==> config.mk <==
export PLATFORM = sky130hd
export DESIGN_NAME = uart_tx_cfg
export DESIGN_NICKNAME = d
export VERILOG_FILES = /design/src/rtl/uart_pkg.sv /design/src/rtl/uart_bit_timer.sv /design/src/rtl/uart_tx_cfg.sv
export SDC_FILE = /design/constraint.sdc
export NUM_CORES = 1
export LEC_CHECK = 0
export CAP_MARGIN = 20
export CELL_PAD_IN_SITES_DETAIL_PLACEMENT = 0
export CELL_PAD_IN_SITES_GLOBAL_PLACEMENT = 1
export CORE_MARGIN = 3
export CORE_UTILIZATION = 40
export CTS_CLUSTER_DIAMETER = 50
export DETAILED_ROUTE_END_ITERATION = 7
export GPL_TIMING_DRIVEN = 0
export PLACE_DENSITY = 0.86
export SLEW_MARGIN = 20
export SYNTH_ARGS = -nofsm -noshare
export SYNTH_HDL_FRONTEND = slang
export SYNTH_SLANG_ARGS = --single-unit
==> constraint.sdc <==
create_clock -name clk -period 2.1 [get_ports clk]
set_input_delay 0.21 -clock clk [delete_from_list [all_inputs] [get_ports clk]]
set_output_delay 0.21 -clock clk [all_outputs]
set_load 0.005 [all_outputs]
==> src/rtl/uart_pkg.sv <==
// Shared UART types: parity selection, transmitter FSM states and format limits.
// The receiver will reuse this package.
package uart_pkg;

  typedef enum logic [1:0] {
    PAR_NONE = 2'd0,
    PAR_EVEN = 2'd1,
    PAR_ODD  = 2'd2
  } parity_e;

  typedef enum logic [2:0] {
    IDLE,
    START,
    DATA,
    PARITY,
    STOP
  } tx_state_e;

  localparam int MIN_DATA_BITS = 5;

endpackage

==> src/rtl/uart_bit_timer.sv <==
// Counts oversampling ticks within one bit period and strobes bit_end on the
// last tick; the period is OVERSAMPLE ticks, or twice that for a double stop bit.
module uart_bit_timer #(
  parameter int OVERSAMPLE = 16
) (
  input  logic clk,
  input  logic rst_n,
  input  logic en,
  input  logic tick,
  input  logic double_len,
  output logic bit_end
);

  localparam int CW = $clog2(2 * OVERSAMPLE);
  localparam logic [CW-1:0] LAST_SINGLE = CW'(OVERSAMPLE - 1);
  localparam logic [CW-1:0] LAST_DOUBLE = CW'(2 * OVERSAMPLE - 1);

  logic [CW-1:0] cnt;
  logic [CW-1:0] last;

  assign last    = double_len ? LAST_DOUBLE : LAST_SINGLE;
  assign bit_end = en && tick && (cnt == last);

  // Held at zero while disabled so the first counted tick always starts a bit.
  always_ff @(posedge clk) begin
    if (!rst_n || !en) begin
      cnt <= '0;
    end else if (tick) begin
      if (cnt == last) cnt <= '0;
      else             cnt <= cnt + CW'(1);
    end
  end

endmodule

==> src/rtl/uart_tx_cfg.sv <==
// Configurable UART transmitter: start, 5..DATA_BITS data bits LSB first,
// optional parity and 1 or 2 stop bits, format latched per character.
module uart_tx_cfg
  import uart_pkg::*;
#(
  parameter int DATA_BITS  = 8,
  parameter int OVERSAMPLE = 16
) (
  input  logic                           clk,
  input  logic                           rst_n,
  input  logic                           tick,
  input  logic                           tx_valid,
  output logic                           tx_ready,
  input  logic [DATA_BITS-1:0]           tx_data,
  input  logic [$clog2(DATA_BITS+1)-1:0] cfg_data_bits,
  input  logic [1:0]                     cfg_parity,
  input  logic                           cfg_stop2,
  output logic                           tx,
  output logic                           tx_done,
  output logic                           busy
);

  localparam int NW = $clog2(DATA_BITS + 1);

  // Handshake: a character transfers on a clk edge where tx_valid && tx_ready;
  // tx_ready is high only in IDLE and nothing is buffered.
  tx_state_e            state, state_n;
  logic [DATA_BITS-1:0] shift_q, shift_n;
  logic [NW-1:0]        bit_cnt, bit_cnt_n;
  logic [NW-1:0]        nbits_q, nbits_in;
  logic                 par_en_q, par_bit_q, stop2_q;
  logic                 par_acc, par_in;
  logic                 tx_n;
  logic                 accept;
  logic                 bit_end;

  assign tx_ready = (state == IDLE);
  assign busy     = (state != IDLE);
  assign accept   = tx_valid && tx_ready;

  always_comb begin
    if (int'(cfg_data_bits) < MIN_DATA_BITS)  nbits_in = NW'(MIN_DATA_BITS);
    else if (int'(cfg_data_bits) > DATA_BITS) nbits_in = NW'(DATA_BITS);
    else                                      nbits_in = cfg_data_bits;
  end

  // Parity covers only the bits actually sent; higher latched bits are ignored.
  always_comb begin
    par_acc = 1'b0;
    for (int i = 0; i < DATA_BITS; i++) begin
      if (i < int'(nbits_in)) par_acc = par_acc ^ tx_data[i];
    end
    par_in = (cfg_parity == PAR_ODD) ? ~par_acc : par_acc;
  end

  uart_bit_timer #(
    .OVERSAMPLE(OVERSAMPLE)
  ) u_timer (
    .clk       (clk),
    .rst_n     (rst_n),
    .en        (busy),
    .tick      (tick),
    .double_len((state == STOP) && stop2_q),
    .bit_end   (bit_end)
  );

  // tx_n is the line value for the next state, so tx is a clean register.
  always_comb begin
    state_n   = state;
    shift_n   = shift_q;
    bit_cnt_n = bit_cnt;
    tx_n      = 1'b1;
    tx_done   = 1'b0;
    case (state)
      IDLE: begin
        if (accept) begin
          state_n   = START;
          shift_n   = tx_data;
          bit_cnt_n = '0;
          tx_n      = 1'b0;
        end
      end
      START: begin
        tx_n = 1'b0;
        if (bit_end) begin
          state_n = DATA;
          tx_n    = shift_q[0];
        end
      end
      DATA: begin
        tx_n = shift_q[0];
        if (bit_end) begin
          shift_n = shift_q >> 1;
          if (bit_cnt == nbits_q - NW'(1)) begin
            bit_cnt_n = '0;
            state_n   = par_en_q ? PARITY : STOP;
            tx_n      = par_en_q ? par_bit_q : 1'b1;
          end else begin
            bit_cnt_n = bit_cnt + NW'(1);
            tx_n      = shift_n[0];
          end
        end
      end
      PARITY: begin
        tx_n = par_bit_q;
        if (bit_end) begin
          state_n = STOP;
          tx_n    = 1'b1;
        end
      end
      STOP: begin
        if (bit_end) begin
          state_n = IDLE;
          tx_done = 1'b1;
        end
      end
      default: state_n = IDLE;
    endcase
  end

  always_ff @(posedge clk) begin
    if (!rst_n) begin
      state     <= IDLE;
      shift_q   <= '0;
      bit_cnt   <= '0;
      nbits_q   <= '0;
      par_en_q  <= 1'b0;
      par_bit_q <= 1'b0;
      stop2_q   <= 1'b0;
      tx        <= 1'b1;
    end else begin
      state   <= state_n;
      shift_q <= shift_n;
      bit_cnt <= bit_cnt_n;
      tx      <= tx_n;
      if (accept) begin
        nbits_q   <= nbits_in;
        par_en_q  <= (cfg_parity == PAR_EVEN) || (cfg_parity == PAR_ODD);
        par_bit_q <= par_in;
        stop2_q   <= cfg_stop2;
      end
    end
  end

endmodule

==> results of run 1 <==
==> metrics by stage <==
step	utilization (%)	hold slack, ns	setup TNS (ns)	power (mW)	worst slack, ns
3_3_place_gp	50.0	0.461	-0.766	1.04	-0.246
5_1_grt	52.7	0.473	-0.0229	1.43	-0.0136
4_1_cts	51.8	0.472	-0.00215	1.35	-0.00215
2_1_floorplan	-	0.343	0	0.899	0.385
3_5_place_dp	50.0	0.465	-0.802	1.04	-0.277
6_report	52.7	0.475	0	1.35	0.0327
==> area by class of cell <==
class | instances | area share [%]
Timing Repair Buffer | 23 | 11.5
Buffer | 10 | 2.89
Inverter | 6 | 1.13
Multi-Input combinational cell | 151 | 51.0
Clock buffer | 3 | 2.08
Tap cell | 48 | 3.02
Sequential cell | 28 | 28.4
==> path summary, 6_finish.rpt <==
kind / startpoint / end / slack [ns]
worst max-delay path: state[0]$_SDFFE_PN0P_ / tx_ready / 0.03
worst min register to register: nbits_q[3]$_SDFFE_PN0P_ / nbits_q[3]$_SDFFE_PN0P_ / 0.48
worst max register to register: nbits_q[0]$_SDFFE_PN0P_ / state[1]$_SDFFE_PN0P_ / 0.19
worst min-delay path: nbits_q[3]$_SDFFE_PN0P_ / nbits_q[3]$_SDFFE_PN0P_ / 0.48
==> kinds of logic (layout without fill, tap and decap cells) <==
kind of cell,count (synthesis),in the layout,share of synthesized area (%)
and+or+nand+nor,84,84,25.8
AOI/OAI and AO/OA,43,43,19.8
DFF,28,28,34.9
xor gates and xnor gates,18,18,10.7
buffers and inverters,16,42,4.44
adders and majority gates,4,4,3.12
muxes,2,2,1.25
==> per-layer routing <==
| metal | wire length, um | global-route usage (%) | vias to the layer above |
|---|---|---|---|
| met5 | 0 | 0 | - |
| met4 | 33 | 3.69 | 0 |
| met3 | 118 | 3.04 | 4 |
| met2 | 1670 | 24.3 | 16 |
| met1 | 1870 | 22.2 | 704 |
| li1 | - | - | 752 |
==> synth_stat cells (all sizes together) (3+ instances only) <==
master	count	area, um^2
a21oi	13	65.1
a311oi	9	85.1
buf	4	26.3
clkbuf	6	22.5
dfxtp	28	561
ha	4	50.1
inv	6	22.5
nand2	34	128
nand3	3	15.0
nand4	4	25.0
nor2	20	77.6
nor3	5	25.0
o21ai	5	25.0
xnor2	12	105
xor2	5	43.8
==> flip-flops by register name, indices dropped and copies added, names as in the netlist <==
signal       count
shift_q          8
u_timer.cnt      5
bit_cnt          4
nbits_q          4
state            3
par_bit_q        1
par_en_q         1
stop2_q          1
tx               1
==> power by group <==
group | switching, mW | internal, mW
Clock | 0.161 | 0.129
Sequential | 0.0437 | 0.584
Combinational | 0.226 | 0.206
==> critical path, delay by kind of cell, from the launching register on <==
family        cells  cell delay [ns]
flops             1             0.39
simple gates      1             0.37
buf+inv           3             0.83
==> what timing repair did <==
action	in CTS	in global routing
pin swaps	0	1
hold endpoints to repair	0	0
gates resized for setup	9	12
endpoints found under the setup margin	3	6
setup buffers	0	1
==> run_results.csv, run 1 <==
group,metric,value,unit
timing,fin_crit,2.07,ns
status,outcome,"finished, final reports clean",
floorplanning,die-height,69.4,um
yosys,synth_cells,195,
timing,grt_setup_unrepaired,"yes",
floorplanning,die_w,69.4,um
clock_network,cts.path.max_buffers,2,
yosys,ys_warn_count,0,
global_route,grt_max_degree,15,
global_route,grt-ovfl-total,0,
pwr,power.density,679,nW/um^2
final_layout,layout_commonest_cell,"nand2_1",
final_layout,seqCellArea,564,um^2
yosys,synthFlopType,"dfxtp_1",
placed_design,gp_congestion,0.843,
timing,finalMaxSlewViolations,0,
setup_path,worst-setup-path-type,"reg2out",
floorplanning,design.core.area,3770,um^2
timing,clock_skew,0.00955,ns
global_route,grt_pass1_wl,6.29,mm
clock_network,root_buffer,"clkbuf_8",
run,maxCapViolCount,0,
routing,first_iter_violations,73,
setup_path,slowest_stage,"clkdlybuf4s50_1",
final_layout,multi_input_area,1010,um^2
routing,wl_per_cell,13.7,um
setup_path,required,1.89,ns
timing,finalSetupViolations,0,
setup_path,crit_chain,"buf_2 -> or3_4 -> inv_1 -> clkdlybuf4s50_1",
placed_design,place_area,1890,um^2
routing,vias,1476,
global_route,grt_pass1_vias,1356,
floorplanning,dieArea,4810,um^2
global_route,antenna_found_initial,0,
pwr,vdd_drop_max,0.000341,V
final_layout,fin_nets,246,
setup_path,startpoint_type,"flip-flop",
yosys,yosys.cell_types.count,49,
yosys,netlist_area,1610,um^2
hold_path,hold_class,"reg2reg",
clock_network,clock_latency,0.27,ns
yosys,synthArstFlopShare,0,%
final_layout,final_cell_area,1990,um^2
clock_network,tritoncts,"built",
routing,drt-total-wl,3.69,mm
timing,fin_crit_sh,98.4,%
clock_network,cts_htree_levels,1,
yosys,ys_seq_elements,28,
placed_design,port_buffers,22,
pwr,power_leakage,0.728,nW
setup_path,reg2reg_depth,7,
final_layout,syn_to_final_growth,23.9,%
yosys,postSynthAreaPerCell,8.23,um^2
floorplanning,initial_core_util,42.6,%
routing,route.detailed.drc,0,
clock_network,ctsHoldBuffers,0,
timing,clock.fmax,484,MHz
routing,ant_nets,0,
yosys,seq_area_frac_synth,34.9,%
final_layout,drive_gt1_share,12.2,%
hold_path,hold_path_depth,2,
clock_network,clkTransAtPathRegs,0.10,ns
routing,drtPass1Iterations,4,
setup_path,arrival,1.86,ns
setup_path,end_kind,"primary output",
floorplanning,rows,22,
yosys,syn_nets,218,
final_layout,final_cell_mix,"nand2_1 (34), dfxtp_1 (25), clkdlybuf4s50_1 (22)",
final_layout,diodes,0,
final_layout,final_cells,269,
floorplanning,io_pins,23,
timing,relSlewSlack,56.8,%
setup_path,path_max_fanout,10,
setup_path,max_stage_delay,0.51,ns
routing,vias_per_cell,5.49,
clock_network,numCtsBuffers,3,
clock_network,clock-sinks,28,
placed_design,dp.cells,265,
timing,hold_viol,0,
placed_design,hpwl,2.72,mm
final_layout,nFillCells,367,
global_route,grt_usage,15.6,%
yosys,synth_edf_count,0,
timing,tightest_slew,0.645,ns
Power figures use the tool's default switching activity.
==> run 2: changes to the inputs <==
--- a/config.mk
+++ b/config.mk
@@ -5,7 +5,6 @@
 export SDC_FILE = /design/constraint.sdc
 export NUM_CORES = 1
 export LEC_CHECK = 0
-export CAP_MARGIN = 20
 export CELL_PAD_IN_SITES_DETAIL_PLACEMENT = 0
 export CELL_PAD_IN_SITES_GLOBAL_PLACEMENT = 1
 export CORE_MARGIN = 3
==> results of run 2 <==
Same layout as run 1: the final DEF is identical, and so are final timing and power.
==> run 3: changes to the inputs <==
--- a/config.mk
+++ b/config.mk
@@ -9,8 +9,8 @@
 export CELL_PAD_IN_SITES_GLOBAL_PLACEMENT = 1
 export CORE_MARGIN = 3
 export CORE_UTILIZATION = 40
-export CTS_CLUSTER_DIAMETER = 50
 export DETAILED_ROUTE_END_ITERATION = 7
+export GPL_ROUTABILITY_DRIVEN = 0
 export GPL_TIMING_DRIVEN = 0
 export PLACE_DENSITY = 0.86
 export SLEW_MARGIN = 20
==> results of run 3 <==
Same layout as run 1: the final DEF is identical, and so are final timing and power.
